--- src/rtl/dmem_block_avg.sv ---
// Sums 2^len_log2 consecutive memory words from base and reports sum/avg; done N cycles after start (N+1 with
// DMEM_BLOCK_AVG_WRITEBACK_EN, which also writes avg to base+N); start is ignored while busy.
module dmem_block_avg #(
  parameter int ADDR_W = 10,
  parameter int DATA_W = 32
) (
  input  logic              clk,
  input  logic              rst_n,
  input  logic              start,
  input  logic [ADDR_W-1:0] base,
  input  logic [3:0]        len_log2,
  output logic              busy,
  output logic              done,
  output logic [DATA_W-1:0] sum,
  output logic [DATA_W-1:0] avg,
  output logic              mem_we,
  output logic [ADDR_W-1:0] mem_addr,
  output logic [DATA_W-1:0] mem_wdata,
  input  logic [DATA_W-1:0] mem_rdata
);

  localparam int CNT_W = 11;

  // Completion is folded into the last read (or WB) edge, so S_FIN is never occupied.
  typedef enum logic [1:0] {S_IDLE, S_READ, S_WB, S_FIN} state_t;

  state_t            state_q;
  logic              busy_q;
  logic              done_q;
  logic [DATA_W-1:0] sum_q;
  logic [DATA_W-1:0] avg_q;
  logic [ADDR_W-1:0] mem_addr_q;
  logic [CNT_W-1:0]  cnt_q;
  logic [3:0]        len_q;

  logic [3:0]        len_eff;
  logic [CNT_W-1:0]  n_last;
  logic [DATA_W-1:0] sum_d;
  logic [DATA_W-1:0] avg_d;

  assign len_eff = (len_log2 > 4'd10) ? 4'd10 : len_log2;
  assign n_last  = CNT_W'(1) << len_q;
  assign sum_d   = sum_q + mem_rdata;
  assign avg_d   = sum_d >> len_q;

`ifdef DMEM_BLOCK_AVG_WRITEBACK_EN
  logic              mem_we_q;
  logic [DATA_W-1:0] mem_wdata_q;
`endif

  always_ff @(posedge clk) begin
    if (!rst_n) begin
      state_q    <= S_IDLE;
      busy_q     <= 1'b0;
      done_q     <= 1'b0;
      sum_q      <= '0;
      avg_q      <= '0;
      mem_addr_q <= '0;
      cnt_q      <= '0;
      len_q      <= '0;
`ifdef DMEM_BLOCK_AVG_WRITEBACK_EN
      mem_we_q    <= 1'b0;
      mem_wdata_q <= '0;
`endif
    end else begin
      done_q <= 1'b0;
      case (state_q)
        S_IDLE: begin
          if (start) begin
            state_q    <= S_READ;
            busy_q     <= 1'b1;
            mem_addr_q <= base;
            sum_q      <= '0;
            cnt_q      <= CNT_W'(1);
            len_q      <= len_eff;
          end
        end
        S_READ: begin
          sum_q <= sum_d;
          if (cnt_q == n_last) begin
            avg_q <= avg_d;
`ifdef DMEM_BLOCK_AVG_WRITEBACK_EN
            // Address is base+N-1 here, so one more step lands on base+N.
            state_q     <= S_WB;
            mem_we_q    <= 1'b1;
            mem_addr_q  <= mem_addr_q + ADDR_W'(1);
            mem_wdata_q <= avg_d;
`else
            state_q <= S_IDLE;
            busy_q  <= 1'b0;
            done_q  <= 1'b1;
`endif
          end else begin
            mem_addr_q <= mem_addr_q + ADDR_W'(1);
            cnt_q      <= cnt_q + CNT_W'(1);
          end
        end
`ifdef DMEM_BLOCK_AVG_WRITEBACK_EN
        S_WB: begin
          state_q     <= S_IDLE;
          busy_q      <= 1'b0;
          done_q      <= 1'b1;
          mem_we_q    <= 1'b0;
          mem_wdata_q <= '0;
        end
`endif
        default: begin
          state_q <= S_IDLE;
          busy_q  <= 1'b0;
        end
      endcase
    end
  end

  assign busy     = busy_q;
  assign done     = done_q;
  assign sum      = sum_q;
  assign avg      = avg_q;
  assign mem_addr = mem_addr_q;
`ifdef DMEM_BLOCK_AVG_WRITEBACK_EN
  assign mem_we    = mem_we_q;
  assign mem_wdata = mem_wdata_q;
`else
  assign mem_we    = 1'b0;
  assign mem_wdata = '0;
`endif

endmodule

--- config.mk ---
export PLATFORM = sky130hd
export DESIGN_NAME = dmem_block_avg
export DESIGN_NICKNAME = d
export VERILOG_FILES = /design/src/rtl/dmem_block_avg.sv
export SDC_FILE = /design/constraint.sdc
export NUM_CORES = 1
export LEC_CHECK = 0
export CORE_MARGIN = 1
export CORE_UTILIZATION = 30
export DETAILED_ROUTE_END_ITERATION = 10
export SETUP_SLACK_MARGIN = 0.4
export SLEW_MARGIN = 40
export SYNTH_ARGS = -nofsm -noshare
export SYNTH_HDL_FRONTEND = slang
export SYNTH_SLANG_ARGS = --single-unit
--- constraint.sdc ---
create_clock -name clk -period 8 [get_ports clk]
set_input_delay 1.2 -clock clk [delete_from_list [all_inputs] [get_ports clk]]
set_output_delay 1.2 -clock clk [all_outputs]
set_load 0.02 [all_outputs]
==> results.json <==
{
  "status": "complete, no violations",
  "tightestPinTransition_ns": 0.763,
  "ys_types": 90,
  "start_kind": "input pin",
  "power_leakage_nw": 3.63,
  "endpoint_kind": "flop",
  "first_pass_iters": 6,
  "cts_resized": 0,
  "clockBufferDepth": 2,
  "routed_wl_um": 27500,
  "crit_path_max_incr_delay_ns": 0.49,
  "hold_viol": 0,
  "synth_edf_count": 0,
  "clock_skew_ns": 0.00685,
  "r2r_end": "avg[19]",
  "min_path_cells": 2,
  "h-tree-depth": 3,
  "ir_worst_vdd_mv": 0.0965,
  "syn_to_final_growth_pct": 21.5,
  "via_count": 8124,
  "critPathSlowestCell": "a221oi_1",
  "cts_tree": "built",
  "p_per_area_nw_per_um2": 191,
  "drc_errors": 0,
  "clock-sinks": 91,
  "setup_viol": 0,
  "synth-main-ff-cell": "dfxtp_1",
  "path_class": "in2reg",
  "insertion_delay_ns": 0.36,
  "grt_usage_pct": 20.8,
  "placed_area_um2": 9150,
  "grt_pass1_wl_um": 43300,
  "finalNetCount": 1201,
  "ioPinCount": 158,
  "synth_top_area_share_pct": 23.4,
  "design_area_um2": 9450,
  "grt_pass1_vias": 7494,
  "cts_root_buf": "clkbuf_16",
  "diodes": 0,
  "numCtsBuffers": 9,
  "clkTransAtPathRegs_ns": 0.07,
  "endpoint": "avg[3]",
  "antenna_found_initial": 0,
  "portBuffers": 124,
  "wl_per_cell_um": 18.9,
  "dp_slack_ns": 3.16,
  "synthTopCellsByArea": "dfxtp_1, a21oi_1, nor2_1",
  "min_period_over_period_pct": 57.7,
  "cts_setup_buffers": 0,
  "cts_hold_buf": 0,
  "fmaxAchievable_ghz": 0.217,
  "crit_fanout": 6,
  "seq_area_frac_synth_pct": 23.4,
  "drtIter0Drc": 711,
  "finalPower_mw": 1.80,
  "crit_top_cell": "mux2i_1",
  "dieArea_um2": 26600,
  "finalWorstSetupSlack_ns": 3.39,
  "reg2reg_from": "len_q[0]",
  "crit_start": "mem_rdata[0]",
  "grt_max_degree": 60,
  "floorplan.initialDensity_pct": 30.7,
  "yosys_warnings": 0,
  "fp.dieH_um": 163,
  "path_cells": "clkdlybuf4s50_1 -> ha_1 -> fa_1 -> a211oi_1 -> o211ai_1 -> a21boi_2 -> o21ai_1 -> xor2_1 -> mux2i_1 -> a221oi_1 -> mux2i_1 -> a211o_1 -> a21oi_1",
  "drv_slew": 0,
  "max-slew-margin-rel_pct": 49.1,
  "gr-total-overflow": 0,
  "period_needed_ns": 4.61,
  "postRouteAntennaNets": 0,
  "dp_hpwl_um": 20000,
  "post-synth-top-area-cell": "dfxtp_1",
  "ys_async_sr_fraction_pct": 0,
  "syn_area_um2": 7770,
  "rows": 58,
  "critPathArrivalTime_ns": 4.90,
  "drive_gt1_share_pct": 7.75,
  "synth_area_per_cell_um2": 7.50,
  "critical_path_required_ns": 8.29,
  "fin_setup_tns_ns": 0,
  "fp.dieW_um": 163,
  "finish.utilization_pct": 37.3,
  "gp_congestion": 0.937,
  "rsz0062_at_grt": "no",
  "hold_path_class": "reg2reg",
  "syn_inst": 1036,
  "reg2regPathDepth": 11,
  "core_um2": 25300,
  "cap_viol_max_count": 0,
  "ys_ff_latch": 91,
  "via_per_inst": 5.59,
  "r2r_slack_ns": 4.13
}
## area by class of cell
cell class	instances	area, um2
Clock inverter	7	73.8
Inverter	16	60.1
Multi-Input combinational cell	862	5510
Timing Repair Buffer	138	1350
Fill cell	2605	15900
Clock buffer	9	225
Tap cell	330	413
Sequential cell	91	1820
## cell usage after synthesis (10+ instances only)
library cell and count:
a21o_1 12, mux2_2 10, a211oi_1 19, o211ai_1 13
dfxtp_1 91, nand4_1 14, o31ai_1 11, o21a_1 13
xnor2_1 12, o21ai_1 11, o21ai_0 46, buf_4 34
mux2i_1 22, a31oi_1 11, a21oi_1 100, and2_1 14
clkbuf_1 49, xor2_1 15, a22oi_1 13, nor3_1 28
inv_1 14, ha_1 33, and3_1 36, nor2_1 118
nand3_1 34, nand2_1 99
## registers in the layout (all words and copies together), names as in the netlist
signal,count
avg,32
busy,1
cnt_q,11
done,1
len_q,4
mem_addr,10
sum,32
## cell families after synthesis
kind of cell               synth area share [%]
other                                    0.0482
adders and majority gates                  5.57
DFF                                        23.4
buffers and inverters                      7.43
muxes                                      6.79
AOI/OAI and AO/OA                          29.1
xor gates and xnor gates                   3.25
and+or+nand+nor                            24.4
## critical path: cells and delay by family
family | cells | cell delay (ns)
AO/OA/AOI/OAI | 7 | 1.87
multiplexers | 2 | 0.32
adder cells (fa/ha/maj) | 2 | 0.66
buffers and inverters | 1 | 0.41
XOR/XNOR | 1 | 0.43
## report_power, final
group | total, mW | leakage, nW | internal, mW | switching, mW
clock network | 0.456 | 0.146 | 0.245 | 0.211
registers | 0.529 | 0.742 | 0.492 | 0.0369
logic | 0.818 | 2.75 | 0.316 | 0.502
total | 1.80 | 3.63 | 1.05 | 0.750
## per-layer routing
metal  wire length (um)  part of all wire (%)  GRT usage (%)
met1              13000                    47           29.9
met2              12200                    44           31.7
met3               1950                   7.1           4.15
met4                316                   1.1           4.25
met5                  0                     0              0
## how the worst min path moves through the flow
| stage | startpoint | end | slack [ns] |
|---|---|---|---|
| 2_1_floorplan | cnt_q[7] | cnt_q[7] | 0.49 |
| 3_3_place_gp | avg[26] | avg[26] | 0.45 |
| 3_5_place_dp | avg[26] | avg[26] | 0.45 |
| 4_1_cts | avg[26] | avg[26] | 0.46 |
| 5_1_grt | avg[26] | avg[26] | 0.49 |
| 6_report | avg[26] | avg[26] | 0.46 |
## per-stage QoR
step,instances,hold slack (ns)
4_1_cts,1453,0.458
2_1_floorplan,1068,0.492
3_3_place_gp,1437,0.445
5_1_grt,1453,0.493
3_5_place_dp,1437,0.448
6_report,1453,0.456
## cells in the final DEF (no fill, tap or decap), drive strengths merged, types with 14 or more instances in the layout
master,Yosys,layout
a21oi,103,103
nand4,14,14
nor3,28,28
nor2,120,120
o21ai,59,59
and3,37,37
nand2,100,100
clkdlybuf4s50,0,124
nand3,34,34
a211oi,20,20
inv,16,18
ha,33,33
buf,50,14
mux2i,22,22
dfxtp,91,91
conb,1,33
and2,14,14
xor2,15,15
No activity file was read; power rests on OpenSTA's default activity.
